[config.mk]
export PLATFORM = sky130hd
export DESIGN_NAME = bus_port_fifo
export DESIGN_NICKNAME = d
export VERILOG_FILES = /design/src/rtl/bus_port_fifo.sv
export SDC_FILE = /design/constraint.sdc
export NUM_CORES = 1
export LEC_CHECK = 0
export ABC_CLOCK_PERIOD_IN_PS = 11750
export CORE_MARGIN = 2
export CORE_UTILIZATION = 30
export CTS_BUF_LIST = sky130_fd_sc_hd__clkbuf_4
export CTS_CLUSTER_DIAMETER = 200
export DETAILED_ROUTE_END_ITERATION = 8
export PLACE_DENSITY = 0.55
export REMOVE_ABC_BUFFERS = 1
export SYNTH_ARGS = -nofsm -noshare
export SYNTH_HDL_FRONTEND = slang
export SYNTH_SLANG_ARGS = --single-unit
[constraint.sdc]
create_clock -name clk -period 11.75 [get_ports clk]
set_input_delay 1.7625 -clock clk [delete_from_list [all_inputs] [get_ports clk]]
set_output_delay 1.7625 -clock clk [all_outputs]
set_load 0.01 [all_outputs]
[src/rtl/bus_port_fifo.sv]
// Bus endpoint: a TX FIFO feeding the bus arbiter and an RX FIFO filtered by destination ID.
// Both queues are first-word-fall-through, and their storage is cleared by reset.
module bus_port_fifo #(
   parameter int          pckg_sz   = 16,
   parameter int          depth     = 8,
   parameter logic [7:0]  id        = 8'd0,
   parameter logic [7:0]  broadcast = {8{1'b1}}
) (
   input  logic                   clk,
   input  logic                   reset,
   input  logic                   wr_en,
   input  logic [pckg_sz-1:0]     wr_data,
   output logic                   tx_full,
   output logic [$clog2(depth):0] tx_count,
   output logic                   pndng,
   output logic [pckg_sz-1:0]     D_pop,
   input  logic                   pop,
   input  logic                   push,
   input  logic [pckg_sz-1:0]     D_push,
   input  logic                   rd_en,
   output logic [pckg_sz-1:0]     rd_data,
   output logic                   rx_valid,
   output logic [$clog2(depth):0] rx_count,
   output logic [3:0]             err_flags
);

   localparam int ptr_w = $clog2(depth);
   localparam int cnt_w = ptr_w + 1;
   localparam logic [cnt_w-1:0] full_cnt = cnt_w'(depth);
   localparam logic [ptr_w-1:0] ptr_one  = ptr_w'(1);
   localparam logic [cnt_w-1:0] cnt_one  = cnt_w'(1);

   logic [pckg_sz-1:0] tx_mem_reg [depth];
   logic [pckg_sz-1:0] rx_mem_reg [depth];
   logic [ptr_w-1:0]   tx_rd_ptr_reg, tx_wr_ptr_reg, rx_rd_ptr_reg, rx_wr_ptr_reg;
   logic [cnt_w-1:0]   tx_count_reg, tx_count_next, rx_count_reg, rx_count_next;
   logic [3:0]         err_reg, err_next;

   logic tx_empty, tx_is_full, tx_do_pop, tx_do_wr;
   logic rx_empty, rx_is_full, rx_do_rd, rx_do_wr;
   logic dest_match, rx_accept;

   assign tx_empty   = (tx_count_reg == '0);
   assign tx_is_full = (tx_count_reg == full_cnt);
   assign rx_empty   = (rx_count_reg == '0);
   assign rx_is_full = (rx_count_reg == full_cnt);

   // A pop frees the head slot in the same cycle, so a full FIFO still takes a concurrent write.
   assign tx_do_pop = pop & ~tx_empty;
   assign tx_do_wr  = wr_en & (~tx_is_full | tx_do_pop);

   assign dest_match = (D_push[pckg_sz-1 -: 8] == id) || (D_push[pckg_sz-1 -: 8] == broadcast);
   assign rx_accept  = push & dest_match;
   assign rx_do_rd   = rd_en & ~rx_empty;
   assign rx_do_wr   = rx_accept & (~rx_is_full | rx_do_rd);

   always_comb begin
      tx_count_next = tx_count_reg;
      case ({tx_do_wr, tx_do_pop})
         2'b10:   tx_count_next = tx_count_reg + cnt_one;
         2'b01:   tx_count_next = tx_count_reg - cnt_one;
         default: tx_count_next = tx_count_reg;
      endcase
      rx_count_next = rx_count_reg;
      case ({rx_do_wr, rx_do_rd})
         2'b10:   rx_count_next = rx_count_reg + cnt_one;
         2'b01:   rx_count_next = rx_count_reg - cnt_one;
         default: rx_count_next = rx_count_reg;
      endcase
      err_next = err_reg | {push & ~dest_match,
                            rx_accept & rx_is_full & ~rd_en,
                            pop & tx_empty,
                            wr_en & tx_is_full & ~pop};
   end

   always_ff @(posedge clk or posedge reset) begin
      if (reset) begin
         for (int i = 0; i < depth; i++) begin
            tx_mem_reg[i] <= '0;
            rx_mem_reg[i] <= '0;
         end
         tx_rd_ptr_reg <= '0;
         tx_wr_ptr_reg <= '0;
         rx_rd_ptr_reg <= '0;
         rx_wr_ptr_reg <= '0;
         tx_count_reg  <= '0;
         rx_count_reg  <= '0;
         err_reg       <= '0;
      end else begin
         if (tx_do_wr) begin
            tx_mem_reg[tx_wr_ptr_reg] <= wr_data;
            tx_wr_ptr_reg <= tx_wr_ptr_reg + ptr_one;
         end
         if (tx_do_pop)
            tx_rd_ptr_reg <= tx_rd_ptr_reg + ptr_one;
         if (rx_do_wr) begin
            rx_mem_reg[rx_wr_ptr_reg] <= D_push;
            rx_wr_ptr_reg <= rx_wr_ptr_reg + ptr_one;
         end
         if (rx_do_rd)
            rx_rd_ptr_reg <= rx_rd_ptr_reg + ptr_one;
         tx_count_reg <= tx_count_next;
         rx_count_reg <= rx_count_next;
         err_reg      <= err_next;
      end
   end

   // Outputs depend only on registered state; the power-of-two depth makes pointer wrap free.
   assign tx_full   = tx_is_full;
   assign tx_count  = tx_count_reg;
   assign pndng     = ~tx_empty;
   assign D_pop     = tx_mem_reg[tx_rd_ptr_reg];
   assign rd_data   = rx_mem_reg[rx_rd_ptr_reg];
   assign rx_valid  = ~rx_empty;
   assign rx_count  = rx_count_reg;
   assign err_flags = err_reg;

endmodule

---- Word level (Yosys, flattened, before mapping) ----
Index checks and enable logic that the tools add are counted.
operators by class
  equality and inequality tests ........... 7
  reductions and logical operators ........ 8
  add/sub/neg operators ................... 8
  bitwise operators ....................... 25
  magnitude comparators ................... 6
  multiplexer cells ....................... 14
operators with widths
  kind                 count
  $bwmux 128           2
  $bmux 16 s3          2
  $demux 16 s3         2
  $mux 16              6
  $ge 4x4->1 const B   4
  $not 3->4            4
  $pmux 4 s2           2
  $add 3x1->3 const B  4
  $and 1x1->1          11
  $add 4x1->4 const B  2
  $eq 4x4->1 const B   2
  $eq 8x8->1 const B   1
  $logic_not 4->1      2
  $logic_not 8->1      1
  $lt 4x1->1 const B   2
  $sub 4x1->4 const B  2
  $not 1->1            7
  $eq 2x1->1 const B   2
  $eq 2x2->1 const B   2
  $or 4x4->4           1
  $reduce_bool 2->1    2
  $logic_and 1x1->1    2
  $or 1x1->1           2
  $logic_or 1x1->1     1
storage, ports and cells
  flip-flop bits (word level) ............. 280
  input bits .............................. 38
  word-level logic and storage cells ...... 91

---- Logic depth before layout (Yosys ltp) ----
Gate-level depths: netlist (run 1).
  depth in word-level cells ............... 7
  depth in mapped cells ................... 11
  mapped depth without buffers ............ 10

---- Least setup slack after synthesis (run 1) ----
OpenSTA, ideal clock, no wires.
  path kind ............................... input-to-reg
  start point ............................. input D_push[12]
  end point ............................... register rx_count_reg[2], in the netlist rx_count[2]
  arrival time ............................ 3.889 ns
  stages .................................. 11
  required time ........................... 11.619 ns
  slack ................................... 7.730 ns
  setup time .............................. 0.131 ns
  cells stage by stage .................... or4_4 > nor2_4 > buf_6 > o211ai_1 > ha_1 > xor2_1 > ha_1 > a21oi_1 > xor2_1 > nor2_1 > xor2_1
on the way
  cells in the longest elaborated chain, start to end .. 6
  elaborated cells on any way between the ends .. 9
  those cells by class .................... 3 x eq/ne; 1 x mux; 2 x bitwise; 3 x reduce/logical
ends and longest elaborated chain
  item                                                    line  source
  from (decl)                                             19    input logic [pckg_sz-1:0] D_push,
  $eq 8x8->1 / $logic_not 8->1 (equally long branches)    52    assign dest_match = (D_push[pckg_sz-1 -: 8] == id) || (D_push[pckg_sz-1 -: 8] == broadcast);
  $logic_or 1x1->1 *                                      52
  $and 1x1->1 *                                           53    assign rx_accept = push & dest_match;
  $and 1x1->1 *                                           55    assign rx_do_wr = rx_accept & (~rx_is_full | rx_do_rd);
  $eq 2x1->1 / $eq 2x2->1 (equally long branches)         65    case ({rx_do_wr, rx_do_rd})
  $pmux 4 s2 / $reduce_bool 2->1 (equally long branches)  --
  to (signal assigned)                                    103   rx_count_reg <= rx_count_next;
  to (decl)                                               36    logic [cnt_w-1:0] tx_count_reg, tx_count_next, rx_count_reg, rx_count_next;
Mark *: on every way between the ends. The rest lies on a longest branch, timed or not.
A chain may end at the register's enable or synchronous reset.

---- Worst setup path after layout (run 1) ----
  start point ............................. register rx_rd_ptr_reg[0]
  end point ............................... output rd_data[14]
on the way
  cells in the longest elaborated chain, start to end .. 4
ends and longest elaborated chain
  item                                        line  source
  from (decl)                                 35    logic [ptr_w-1:0] tx_rd_ptr_reg, tx_wr_ptr_reg, rx_rd_ptr_reg, rx_wr_ptr_reg;
  from (signal assigned)                      101   rx_rd_ptr_reg <= rx_rd_ptr_reg + ptr_one;
  $not 3->4 (implied by the code)             113   assign rd_data = rx_mem_reg[rx_rd_ptr_reg];
  $bmux 16 s3                                 113
  $mux 16 (implied by the code) (2 in a row)  113
  to (decl)                                   21    output logic [pckg_sz-1:0] rd_data,
No other way between the ends. The select of a mux whose other input is x is not followed.

==> impl_metrics.ini, run 1 <==
[floorplanning]
die_x_um = 211
initial_core_util_pct = 30.5
core_area_um2 = 42200
die_h_um = 211
io_pins = 85
dieArea_um2 = 44700
rows = 75

[clock_network]
cts_hold_buf = 0
cts_made_buffers = 78
clk_path_buf_depth = 3
cts.htree.levels = 3
cts.clk_slew.worst_paths_ps = 60
cts-root-buf = clkbuf_4
clock_sinks = 280
clkLatencyLatePin_ps = 710
post_cts_buffers = 0
cts_resized = 0
cts_tree = built

[routing]
postRouteAntennaNets = 0
route.detailed.drc = 0
firstDrtPassIters = 4
drt_iter0_markers = 323
detail_route.wl_per_cell_um = 18.7
viasPerCell = 4.79
vias = 7306
drt_wl_total_um = 28600

[global_route]
overflow = 0
grt_pass1_vias = 7865
gr-usage-all-layers_pct = 13.3
grt_antenna_before_repair = 2
grt_max_degree = 135
grt_pass1_wl_um = 45500

[yosys]
avgSynthCellArea_um2 = 16.2
yosysWarnings = 0
synth-compound-area-share_pct = 2.22
yosys.area_share.adder_pct = 0.970
synth_top_family_by_area = multiplexers
yosys.area_share.simple_pct = 2.48
ys_async_sr_fraction_pct = 100
muxShareOfSynthArea_pct = 36.8
ys_seq_area_share_pct = 54.3
syn-cell-area_um2 = 12900
synth_edf_count = 0
synth_seq_cells = 280
synth_flop_cell = dfrtp_1
synth_cell_types = 41
synthXorXnorAreaFrac_pct = 1.22
synth_cells = 796

[placement]
gp_congestion = 0.692
io_buffers = 84
post_dp_cell_area_um2 = 14300
hpwl_um = 16300

[hold_path]
holdCritStartpoint = err_flags[3]
min_path_type = reg2reg

[critical_path]
critical_path_required_ps = 9990
r2r-start = rx_count[1]
startpoint_type = register
crit_path_start = rx_rd_ptr_reg[0]
crit_type = reg2out
cp-end-kind = primary output
reg2reg_slack_ps = 8630
cp.arrival_ps = 3170
crit_path_max_fanout = 27

[sta]
worst_slew_pin_slew_ps = 1140
timing.final.crit_share_pct = 42.0
max_freq_mhz = 203
clock_skew_ps = 38.8
final.min_clock_period_ps = 4940
drv_slew = 0
relSlewSlack_pct = 24.0
setup_violations = 0
rsz0062_at_grt = no
finalSetupTns_ps = 0
final_hold_viol_count = 0

[power_and_ir_drop]
p_sw_w = 0.00107
pwr-share-clk_pct = 26.0
p_comb_share_pct = 33.6
total_leakage_power_nw = 6.90
seqPwrFrac_pct = 40.4
p_sw_share_pct = 30.3
power.density_nw_per_um2 = 231
power_w = 0.00354
p_int_w = 0.00247
ir_drop_v = 0.000136

[flow_run]
maxCapViolations = 0

[finish]
syn_to_final_growth_pct = 19.0
drive_gt1_share_pct = 42.9
nets = 973
final_area_um2 = 15300
fin_util_pct = 36.3

[status]
status = finished clean
## stage by stage
stage	setup slack [ps]	hold slack, ps	cells
after global placement	6370	452	1384
after CTS	6600	468	1525
after global routing	6530	494	1526
after floorplan	2270	459	746
final	6810	463	1526
after detailed placement	6300	453	1384
## worst paths after layout
path                                   end  depth (start not counted)
setup / recovery               rd_data[14]                          4
hold / removal                err_flags[3]                          1
setup reg to reg               rx_count[3]                          8
hold reg to reg               err_flags[3]                          1
max in group asynchronous  tx_mem_reg[125]                          3
min in group asynchronous     err_flags[2]                          2
## routing by layer
| metal | GRT usage, % | part of all wire (%) | vias up |
|---|---|---|---|
| met5 | 0 | 0.046 | - |
| met4 | 3.50 | 1.5 | 2 |
| met3 | 4.55 | 5.4 | 42 |
| met2 | 21.0 | 47 | 149 |
| met1 | 17.6 | 46 | 3799 |
| li1 | - | - | 3314 |
## cells in the final DEF, fill, tap and decap left out, drive strengths merged
| cell | synthesis | final |
|---|---|---|
| a21oi | 4 | 4 |
| o41a | 1 | 1 |
| a31oi | 1 | 1 |
| mux2 | 294 | 294 |
| and2 | 7 | 7 |
| o2111ai | 6 | 6 |
| nor4b | 1 | 1 |
| a21o | 1 | 1 |
| clkinv | 0 | 15 |
| nand2 | 5 | 5 |
| or3 | 1 | 1 |
| nand3 | 10 | 10 |
| diode | 0 | 1 |
| a2111oi | 1 | 1 |
| dfrtp | 280 | 280 |
| nor2 | 8 | 8 |
| or4 | 3 | 3 |
| nand3b | 1 | 1 |
| xnor2 | 9 | 9 |
| clkbuf | 23 | 120 |
| nand2b | 2 | 2 |
| nor2b | 9 | 9 |
| o32ai | 1 | 1 |
| o21bai | 3 | 3 |
| inv | 3 | 5 |
| xor2 | 9 | 9 |
| ha | 10 | 10 |
| o211ai | 3 | 3 |
| bufinv | 0 | 2 |
| nor4 | 1 | 1 |
| mux4 | 64 | 64 |
| clkdlybuf4s50 | 0 | 84 |
| nor3 | 3 | 3 |
| buf | 27 | 15 |
| clkinvlp | 0 | 2 |
| nand4 | 4 | 4 |
| o21ai | 1 | 1 |
## layout make-up
type                            instances  area, um2
Clock buffer                          120        901
Antenna cell                            1       2.50
Fill cell                            4079      26900
Tap cell                              539        674
Multi-Input combinational cell        463       5640
Sequential cell                       280       7010
Clock inverter                         21        143
Inverter                                3       18.8
Timing Repair Buffer                   99        953
## power by group through the flow
| stage | registers [W] | clock network (W) | logic (W) |
|---|---|---|---|
| after CTS | 0.00143 | 0.000971 | 0.00122 |
| after global placement | 0.00144 | 0 | 0.00119 |
| after global routing | 0.00147 | 0.00102 | 0.00129 |
| final | 0.00143 | 0.000922 | 0.00119 |
| after detailed placement | 0.00144 | 0 | 0.00121 |
| after floorplan | 0.00145 | 0 | 0.000749 |
## worst max-delay path, cell delays in order (launching register included)
cell	delay, ps
dfrtp_2	530
buf_4	560
mux4_2	600
mux2_2	300
clkdlybuf4s50_1	510
## synth_stat cells, types with 5 or more instances
cell type / n / share of area, %
o2111ai_4: 5 / 1.0
xor2_1: 9 / 0.61
dfrtp_1: 280 / 54
buf_2: 17 / 0.66
xnor2_1: 9 / 0.61
and2_1: 7 / 0.34
nand3_1: 10 / 0.39
mux2_1: 95 / 8.3
nor2b_1: 9 / 0.44
clkbuf_1: 23 / 0.67
mux4_2: 64 / 11
mux2_2: 199 / 17
buf_4: 6 / 0.35
nor2_1: 7 / 0.20
ha_1: 10 / 0.97
## cell families (layout without fill, tap and decap cells)
| family | Yosys count | after routing |
|---|---|---|
| XOR/XNOR | 18 | 18 |
| buffers and inverters | 53 | 243 |
| other | 0 | 1 |
| adder cells (fa/ha/maj) | 10 | 10 |
| AO/OA/AOI/OAI | 22 | 22 |
| multiplexers | 358 | 358 |
| AND/OR/NAND/NOR | 55 | 55 |
| flip-flops | 280 | 280 |
Note: power is estimated with default switching activity, not from simulation.
==> run 2, diff against run 1 <==
--- a/config.mk
+++ b/config.mk
@@ -5,13 +5,13 @@
 export SDC_FILE = /design/constraint.sdc
 export NUM_CORES = 1
 export LEC_CHECK = 0
-export ABC_CLOCK_PERIOD_IN_PS = 11750
+export ABC_CLOCK_PERIOD_IN_PS = 4300
 export CORE_MARGIN = 2
 export CORE_UTILIZATION = 30
 export CTS_BUF_LIST = sky130_fd_sc_hd__clkbuf_4
 export CTS_CLUSTER_DIAMETER = 200
 export DETAILED_ROUTE_END_ITERATION = 8
-export PLACE_DENSITY = 0.55
+export PLACE_DENSITY = 0.57
 export REMOVE_ABC_BUFFERS = 1
 export SYNTH_ARGS = -nofsm -noshare
 export SYNTH_HDL_FRONTEND = slang
==> constraint.sdc (replaced) <==
create_clock -name clk -period 4.3 [get_ports clk]
set_input_delay 0.645 -clock clk [delete_from_list [all_inputs] [get_ports clk]]
set_output_delay 0.645 -clock clk [all_outputs]
set_load 0.01 [all_outputs]
==> run 2 against run 1 <==
Effect of this change: critical path depth is the same; non-clock buffer count up 6; final area is 0.57% higher; largest cell class unchanged; clock-buffer cell count down 1; critical path type unchanged.
==> impl_metrics.ini, run 2 (same netlist as run 1, synthesis figures left out) <==
[clock_network]
cts_made_buffers = 81
cts.clk_slew.worst_paths_ps = 60
cts_resized = 0
cts.htree.levels = 3
post_cts_buffers = 0
clock_sinks = 280
cts_hold_buf = 0
cts-root-buf = clkbuf_4
cts_tree = built
clkLatencyLatePin_ps = 750
clk_path_buf_depth = 3

[power_and_ir_drop]
p_comb_share_pct = 33.1
p_sw_share_pct = 30.2
total_leakage_power_nw = 6.94
power.density_nw_per_um2 = 628
p_int_w = 0.00677
p_sw_w = 0.00293
ir_drop_v = 0.000523
seqPwrFrac_pct = 41.1
pwr-share-clk_pct = 25.9

[routing]
vias = 7344
drt_wl_total_um = 28500
highest_layer = met5
firstDrtPassIters = 4
wl_met3_um = 1440
route.detailed.drc = 0
met2_length_um = 14300
drt_iter0_markers = 323
detail_route.wl_per_cell_um = 18.6
postRouteAntennaNets = 0
wl_met1_um = 12200
viasPerCell = 4.79

[global_route]
grt_antenna_before_repair = 4
grt_pass1_wl_um = 45900
gr-usage-all-layers_pct = 13.5
grt_max_degree = 100
grt_pass1_vias = 8014
overflow = 0

[sta]
drv_slew = 0
clock_skew_ps = 38.5
finalSetupTns_ps = 0
rsz0062_at_grt = no
final.min_clock_period_ps = 3800
hold_ws_ps = 352
relSlewSlack_pct = 31.8
timing.final.crit_share_pct = 88.3
max_freq_mhz = 263
worst_slew_pin_slew_ps = 1020
final_hold_viol_count = 0
setup_violations = 0

[finish]
drive_gt1_share_pct = 43.0
fillers = 4047
nets = 982
layout_common_cells = 278 x dfrtp_1, 199 x mux2_2, 119 x clkbuf_4
final_common_cell = dfrtp_1
syn_to_final_growth_pct = 19.7
stdcell_count = 1534
final_area_um2 = 15400

[placement]
gp_congestion = 0.689
io_buffers = 84
post_dp_cell_area_um2 = 14400
place_inst = 1390
hpwl_um = 16800

[status]
status = finished clean

[flow_run]
maxCapViolations = 0

[floorplanning]
rows = 75
die_h_um = 211
dieArea_um2 = 44700
io_pins = 85
core_area_um2 = 42200
die_x_um = 211
initial_core_util_pct = 30.5

[critical_path]
startpoint_type = register
crit_path_start = rx_rd_ptr_reg[0]
crit_type = reg2out
critical_path_required_ps = 3650
cp.arrival_ps = 3150
r2r-start = rx_count[1]
crit_path_max_fanout = 19
cp-end-kind = primary output

[hold_path]
min_path_type = in2async
==> run 2: cell count changes in the layout (fill, tap and decap cells not counted), sizes merged <==
cell	before	now
diode	1	5
inv	5	6
clkinvlp	2	1
clkinv	15	14
clkbuf	120	119
buf	15	21
==> run 2: final cells by class <==
class | instances | area, um2 | share of cell area (%)
inverter | 3 | 18.8 | 0.122
tap | 539 | 674 | 4.37
timing repair buffer | 105 | 1050 | 6.79
antenna | 5 | 12.5 | 0.0811
clock buffer | 119 | 893 | 5.79
clock inverter | 20 | 133 | 0.859
multi-input combinational | 463 | 5640 | 36.6
sequential | 280 | 7010 | 45.4
==> run 2: critical path, cell delays in order (launching register included) <==
cell and delay [ps]:
dfrtp_2 740, buf_12 290, mux4_2 550, mux2_2 320
clkdlybuf4s50_1 490
==> run 2: final timing paths <==
kind | end | slack [ps] | cells after the start
worst max-delay path | rd_data[12] | 500 | 4
max in group asynchronous | rx_mem_reg[50] | 2870 | 3
worst max register to register | rx_count[2] | 1340 | 10
worst min-delay path | err_flags[3] | 350 | 2
min in group clk | err_flags[3] | 460 | 1
worst min register to register | err_flags[3] | 460 | 1
==> run 2: stage by stage <==
step / total power, W / utilization, % / setup slack (ps)
after floorplan: 0.00601 / - / -4070
after global placement: 0.00723 / 34.1 / 809
after detailed placement: 0.00729 / 34.1 / 771
after CTS: 0.00991 / 36.5 / 317
after global routing: 0.0104 / 36.5 / 252
final: 0.00969 / 36.5 / 502
==> run 2: layer usage <==
metal / global-route usage (%) / vias to the layer above
met5: 0 / -
met4: 4.40 / 4
met3: 4.81 / 47
met2: 22.3 / 137
met1: 16.3 / 3830
li1: - / 3326
==> run 2: power groups by stage <==
stage	clock (W)	sequential, W	combinational, W
floorplan	0	0.00396	0.00205
global placement	0	0.00401	0.00322
detailed placement	0	0.00403	0.00326
CTS	0.00264	0.00399	0.00328
global route	0.00279	0.00409	0.00348
finish	0.00251	0.00398	0.00320
